==> src/rtl/mux_sel_scheduler_pkg.sv <==
// Shared definitions for the mux select scheduler slice.
//   NCH           number of input channels feeding the 4:1 word mux
//   SEL_W         width of the mux select
//   sched_state_t scheduler FSM state
//   ch_mask_t     one bit per channel
package mux_sched_pkg;
  localparam int NCH   = 4;
  localparam int SEL_W = 2;

  typedef enum logic {IDLE, PRESENT} sched_state_t;

  typedef logic [NCH-1:0] ch_mask_t;
endpackage

==> src/rtl/mux_sel_scheduler_if.sv <==
// Bus between the scheduler and its surroundings.
//   in_valid/in_ready/in_data : per-channel write handshake into the 1-entry buffers
//   D0..D3                    : buffer contents, wired to the mux data inputs
//   Sel                       : registered mux select
//   out_valid/out_ready       : consumer handshake for the word D[Sel]
// Modport master is the scheduler side, slave is the producer/consumer side.
interface mux_sel_scheduler_if #(
  parameter int W = 4
);
  import mux_sched_pkg::*;

  logic [NCH-1:0]          in_valid;
  logic [NCH-1:0]          in_ready;
  logic [NCH-1:0][W-1:0]   in_data;
  logic [W-1:0]            D0;
  logic [W-1:0]            D1;
  logic [W-1:0]            D2;
  logic [W-1:0]            D3;
  logic [SEL_W-1:0]        Sel;
  logic                    out_valid;
  logic                    out_ready;

  modport master (
    input  in_valid, in_data, out_ready,
    output in_ready, D0, D1, D2, D3, Sel, out_valid
  );

  modport slave (
    output in_valid, in_data, out_ready,
    input  in_ready, D0, D1, D2, D3, Sel, out_valid
  );
endinterface

==> src/rtl/mux_sel_scheduler_rr_arbiter4.sv <==
// Combinational 4-way round-robin picker.
//   mask : channels eligible for a grant
//   last : most recently granted channel (lowest priority this round)
//   any  : at least one mask bit set
//   pick : first set mask bit scanning last+1, last+2, ... modulo 4
module rr_arbiter4
  import mux_sched_pkg::*;
(
  input  ch_mask_t         mask,
  input  logic [SEL_W-1:0] last,
  output logic             any,
  output logic [SEL_W-1:0] pick
);

  always_comb begin
    logic [SEL_W-1:0] idx;
    any  = 1'b0;
    pick = '0;
    idx  = '0;
    // Scan from farthest to nearest so the nearest candidate after 'last' wins.
    for (int k = NCH; k >= 1; k--) begin
      idx = last + SEL_W'(k);
      if (mask[idx]) begin
        any  = 1'b1;
        pick = idx;
      end
    end
  end

endmodule

==> src/rtl/mux_sel_scheduler.sv <==
// Upstream feeder for a 4:1 W-bit word mux. Four 1-entry buffers drive D0..D3
// and a round-robin scheduler drives Sel; one full channel at a time is offered
// to the consumer through out_valid/out_ready.
//   clk        rising-edge clock
//   rst_n      synchronous active-low reset
//   bus        mux_sel_scheduler_if.master (write handshake, D0..D3, Sel, out handshake)
//   grant_cnt  per-channel accepted-transfer counters, wrap modulo 2^CNT_W
//              (present only when SCHED_STATS_EN is defined)
// Optional feature macro: SCHED_STATS_EN
module mux_sel_scheduler
  import mux_sched_pkg::*;
#(
  parameter int W     = 4
`ifdef SCHED_STATS_EN
  ,
  parameter int CNT_W = 8
`endif
) (
  input  logic                          clk,
  input  logic                          rst_n,
  mux_sel_scheduler_if.master           bus
`ifdef SCHED_STATS_EN
  ,
  output logic [NCH-1:0][CNT_W-1:0]     grant_cnt
`endif
);

  sched_state_t     state_q, state_d;
  logic [SEL_W-1:0] sel_q, sel_d;
  logic [SEL_W-1:0] last_q, last_d;
  ch_mask_t         full_q, full_d;
  logic [W-1:0]     data_q [NCH];

  ch_mask_t         wr;
  ch_mask_t         clr;
  ch_mask_t         sel_onehot;
  logic             accept;

  ch_mask_t         arb_mask;
  logic [SEL_W-1:0] arb_last;
  logic             arb_any;
  logic [SEL_W-1:0] arb_pick;

  rr_arbiter4 u_arb (
    .mask (arb_mask),
    .last (arb_last),
    .any  (arb_any),
    .pick (arb_pick)
  );

  // A slot only accepts when empty, so a presented word can never be overwritten.
  assign wr         = bus.in_valid & ~full_q;
  assign sel_onehot = ch_mask_t'(1) << sel_q;

  always_comb begin
    state_d  = state_q;
    sel_d    = sel_q;
    last_d   = last_q;
    accept   = 1'b0;
    clr      = '0;
    arb_mask = full_q;
    arb_last = last_q;
    unique case (state_q)
      IDLE: begin
        if (arb_any) begin
          sel_d   = arb_pick;
          state_d = PRESENT;
        end
      end
      PRESENT: begin
        // Next pick assumes the current slot is consumed; uses the registered
        // full mask, so a write landing this cycle is only seen next cycle.
        arb_mask = full_q & ~sel_onehot;
        arb_last = sel_q;
        if (bus.out_ready) begin
          accept = 1'b1;
          clr    = sel_onehot;
          last_d = sel_q;
          if (arb_any) begin
            sel_d = arb_pick;
          end else begin
            state_d = IDLE;
          end
        end
      end
      default: state_d = IDLE;
    endcase
    full_d = (full_q | wr) & ~clr;
  end

  always_ff @(posedge clk) begin
    if (!rst_n) begin
      state_q <= IDLE;
      sel_q   <= '0;
      last_q  <= SEL_W'(NCH - 1);
      full_q  <= '0;
      for (int i = 0; i < NCH; i++) data_q[i] <= '0;
    end else begin
      state_q <= state_d;
      sel_q   <= sel_d;
      last_q  <= last_d;
      full_q  <= full_d;
      for (int i = 0; i < NCH; i++) begin
        if (wr[i]) data_q[i] <= bus.in_data[i];
      end
    end
  end

`ifdef SCHED_STATS_EN
  always_ff @(posedge clk) begin
    if (!rst_n) begin
      grant_cnt <= '0;
    end else if (accept) begin
      grant_cnt[sel_q] <= grant_cnt[sel_q] + CNT_W'(1);
    end
  end
`endif

  assign bus.in_ready  = ~full_q;
  assign bus.D0        = data_q[0];
  assign bus.D1        = data_q[1];
  assign bus.D2        = data_q[2];
  assign bus.D3        = data_q[3];
  assign bus.Sel       = sel_q;
  assign bus.out_valid = (state_q == PRESENT);

endmodule
==> src/flat_wrapper.sv <==
// flat-port wrapper written by rule: the top's interface ports become plain ports
module mux_sel_scheduler_flat import mux_sched_pkg::*;
#(
  parameter int W     = 4

)
  (clk, rst_n, bus_in_valid, bus_in_data, bus_out_ready, bus_in_ready, bus_D0, bus_D1, bus_D2, bus_D3, bus_Sel, bus_out_valid);
  mux_sel_scheduler_if #(.W(W)) bus_i ();
  input  logic clk;
  input  logic rst_n;
  input wire logic [$bits(bus_i.in_valid)-1:0] bus_in_valid;
  input wire logic [$bits(bus_i.in_data)-1:0] bus_in_data;
  input wire logic [$bits(bus_i.out_ready)-1:0] bus_out_ready;
  output wire logic [$bits(bus_i.in_ready)-1:0] bus_in_ready;
  output wire logic [$bits(bus_i.D0)-1:0] bus_D0;
  output wire logic [$bits(bus_i.D1)-1:0] bus_D1;
  output wire logic [$bits(bus_i.D2)-1:0] bus_D2;
  output wire logic [$bits(bus_i.D3)-1:0] bus_D3;
  output wire logic [$bits(bus_i.Sel)-1:0] bus_Sel;
  output wire logic [$bits(bus_i.out_valid)-1:0] bus_out_valid;
  assign bus_i.in_valid = bus_in_valid;
  assign bus_i.in_data = bus_in_data;
  assign bus_i.out_ready = bus_out_ready;
  assign bus_in_ready = bus_i.in_ready;
  assign bus_D0 = bus_i.D0;
  assign bus_D1 = bus_i.D1;
  assign bus_D2 = bus_i.D2;
  assign bus_D3 = bus_i.D3;
  assign bus_Sel = bus_i.Sel;
  assign bus_out_valid = bus_i.out_valid;
  mux_sel_scheduler #(.W(W)) u_core (.clk(clk), .rst_n(rst_n), .bus(bus_i));
endmodule
==> config.mk <==
export PLATFORM = sky130hd
export DESIGN_NAME = mux_sel_scheduler_flat
export DESIGN_NICKNAME = d
export VERILOG_FILES = /design/src/rtl/mux_sel_scheduler_pkg.sv /design/src/rtl/mux_sel_scheduler_if.sv /design/src/rtl/mux_sel_scheduler_rr_arbiter4.sv /design/src/rtl/mux_sel_scheduler.sv /design/src/flat_wrapper.sv
export SDC_FILE = /design/constraint.sdc
export NUM_CORES = 1
export LEC_CHECK = 0
export ABC_AREA = 1
export CAP_MARGIN = 20
export CORE_MARGIN = 3
export CORE_UTILIZATION = 30
export CTS_CLUSTER_DIAMETER = 50
export DETAILED_ROUTE_END_ITERATION = 8
export GPL_ROUTABILITY_DRIVEN = 1
export PLACE_DENSITY = 0.54
export SLEW_MARGIN = 10
export SYNTH_ARGS = -nofsm -noshare
export SYNTH_HDL_FRONTEND = slang
export SYNTH_SLANG_ARGS = --single-unit
==> constraint.sdc <==
create_clock -name clk -period 2.6 [get_ports clk]
set_input_delay 0.65 -clock clk [delete_from_list [all_inputs] [get_ports clk]]
set_output_delay 0.65 -clock clk [all_outputs]
set_load 0.005 [all_outputs]
==> summary.txt <==
Status
  • Status: finished, final reports clean

Final layout
  • Util after Layout: 0.450
  • Diodes inserted: 0
  • Most common cell after layout, fill and taps aside: clkdlybuf4s50_1
  • Final net count: 230
  • Fillcell total: 403
  • Final instance area: 0.00184 mm^2
  • Area growth from synthesis to layout: 41.9%
  • Commonest cells after routing, fill and taps aside: 45 x clkdlybuf4s50_1, 35 x inv_1, 27 x nand2_1, 23 x nor2_1, 16 x edfxtp_1
  • Layout cells sized above 1: 0.0922
  • Non-filler cells, final: ~260

Hold path
  • Hold Path End: u_core.last_q[1]
  • Hold Crit Class: register to register
  • Hold Startpoint: u_core.last_q[1]
  • Worst hold path cell count: 2

STA
  • Max Freq: 0.475 GHz
  • Post-route clock period utilization: 0.809
  • Worst-Margin Slew: between 0.5 and 0.6 ns
  • Slew Viols, Final: 0
  • RSZ-0062 raised after global routing: no
  • Final setup TNS: 0 ns
  • Tmin final: ~2.1 ns
  • Rel. slew slack: 0.635
  • Final Hold Viols: 0
  • Final setup fails: 0
  • Setup clock skew after layout: between 0.002 and 0.003 ns

Setup path
  • Worst r2r dst: u_core.bus.Sel[0]
  • Reg2reg path depth: 12
  • Reg2reg start: u_core.bus.out_valid
  • Crit end category: primary output
  • CP peak stage delay: around 0.60 ns
  • Crit path max fanout: 11
  • Setup CP Type: register to primary output
  • Crit path buffers/inverters: 1
  • Req. time, crit path: approximately 2.0 ns
  • R2r setup slk: between 0.8 and 0.9 ns
  • Top delay family on crit path: flip-flops
  • CP max-delay cell: dfxtp_1
  • Startpoint class of the critical path: register
  • Worst EP arrival: approximately 1.5 ns
  • Worst-path cell chain: clkdlybuf4s50_1

Placement
  • Placed cell areas: around 0.0018 mm^2
  • Buffers on Ports: 45
  • Dpl cells: 252
  • GPL Wtd Cong: between 0.8 and 0.9
  • DP Wirelength: around 2.5 mm

Detailed routing
  • ANT nets after route: 0
  • DR vias: approximately 1,200
  • DR vias/cell: between 4 and 5
  • DR WL/cell: roughly 12 um
  • DRC violations left: 0
  • Pre-antenna DRT Iters: 4
  • Final WL: slightly above 3 mm
  • Drt initial violations: 33

Global route
  • Total GRT Usage: 0.126
  • Initial antenna violation count: 0
  • Largest net degree at the start of global routing: 14
  • Vias in the first global route: between 1,000 and 1,500
  • First-pass GRT wire length: a little over 5 mm
  • GRT overflow: 0

Die
  • Area of the core: about 0.0041 mm^2
  • Ports: between 40 and 50
  • Vert. Die Dim: approximately 72 um
  • Total Die Area: ~0.005 mm^2
  • Die Wd: 71.8 um
  • Row count: 23
  • Starting Density: 0.318

Clocking
  • CTS Buffer Depth: 2
  • Root buffer cell: clkbuf_8
  • Reg clk slew, reported paths: approximately 0.080 ns
  • H-tree depth: 1
  • Post_cts resized: 0
  • Postcts setup bufs: 0
  • Clk_lat worst skew: 0.26 ns
  • Hold_buf cts: 0
  • Total CTS buffers: 3
  • CTS tree: built
  • Total clock sinks: 25

Synth
  • Synthesized net count: about 180
  • Warnings from Yosys: 0
  • FF+latch count, synth: 25
  • Post-Syn Area: 0.00130 mm^2
  • Syn_area_per_cell: about 8 um^2
  • Synth Instances: ~160
  • Register area share after synthesis: 0.509
  • Distinct cells, synth: 24

Pwr
  • Pwr Density: ~730 mW/mm^2
  • IR drop worst, VDD: roughly 0.38 mV
  • Overall Power: 1.35 mW
  • Pleak: between 0.8 and 0.9 nW

Flow run
  • Max Cap Violations: 0
[final cells by class]
cell class / instances / area (um^2) / share of cell area
repair buffers: 45 / 450 / 0.245
well taps: 50 / 62.6 / 0.0340
multi-input cells: 95 / 483 / 0.262
flip-flops and latches: 25 / 661 / 0.359
clock buffers: 4 / 45.0 / 0.0245
inverters: 37 / 139 / 0.0755
[layer usage]
metal  up-vias  share of wire  track usage  wire (um)
met3         2          0.052       0.0281        158
li1        596              -            -          -
met1       537           0.46        0.161       1390
met4         0          0.010       0.0459         31
met2        29           0.48        0.207       1460
met5         -              0            0          0
[power by group]
group / switching, mW / internal (mW) / total [mW]
clock network: 0.115 / 0.109 / 0.224
logic: 0.319 / 0.253 / 0.572
registers: 0.0693 / 0.480 / 0.549
[worst max-delay path by stage]
stage                                    start                  end  cells after the start
after floorplan                          rst_n  u_core.data_q[1][0]                      2
after global placement                   rst_n  u_core.data_q[3][2]                      2
after detailed placement                 rst_n  u_core.data_q[3][1]                      2
after CTS                 u_core.bus.out_valid        bus_out_valid                      1
after global routing      u_core.bus.out_valid        bus_out_valid                      1
final                     u_core.bus.out_valid        bus_out_valid                      1
[kinds of logic (layout without fill, tap and decap cells)]
family / Yosys count / in the layout / share of synthesized area
AOI/OAI and AO/OA: 17 / 17 / 0.0916
buffers and inverters: 39 / 86 / 0.119
DFF: 25 / 25 / 0.509
and+or+nand+nor: 78 / 78 / 0.281
[synthesized netlist by cell type]
| master | number | share of area |
|---|---|---|
| nor2_4 | 1 | 0.0087 |
| a21oi_4 | 1 | 0.013 |
| nand2_1 | 27 | 0.078 |
| nor2_2 | 2 | 0.0096 |
| o211ai_1 | 1 | 0.0058 |
| a21oi_2 | 1 | 0.0068 |
| nor2_1 | 23 | 0.067 |
| buf_6 | 1 | 0.0087 |
| a21oi_1 | 2 | 0.0077 |
| edfxtp_1 | 16 | 0.37 |
| o221ai_1 | 2 | 0.014 |
| clkbuf_1 | 1 | 0.0029 |
| a221oi_1 | 2 | 0.014 |
| o21ai_0 | 5 | 0.019 |
| nand2_2 | 6 | 0.029 |
| o22ai_1 | 1 | 0.0048 |
| nand2_4 | 2 | 0.017 |
| dfxtp_1 | 9 | 0.14 |
| nand3_1 | 15 | 0.058 |
| nand3b_1 | 1 | 0.0058 |
| o21ai_1 | 2 | 0.0077 |
| inv_1 | 35 | 0.10 |
| nand3_2 | 1 | 0.0077 |
| inv_2 | 2 | 0.0058 |
[state kept, by name, summed over array words and instances, names as in the netlist]
| signal | flops |
|---|---|
| u_core.data_q | 16 |
| u_core.bus.Sel | 2 |
| u_core.bus.out_valid | 1 |
| u_core.last_q | 2 |
| u_core.full_q | 4 |
[metrics by stage]
stage / hold slack (ns) / worst slack (ns)
floorplan: 0.507 / 1.21
global placement: 0.549 / 0.561
detailed placement: 0.551 / 0.522
CTS: 0.567 / 0.490
global route: 0.605 / 0.418
finish: 0.563 / 0.496
No activity file was read; power rests on OpenSTA's default activity.
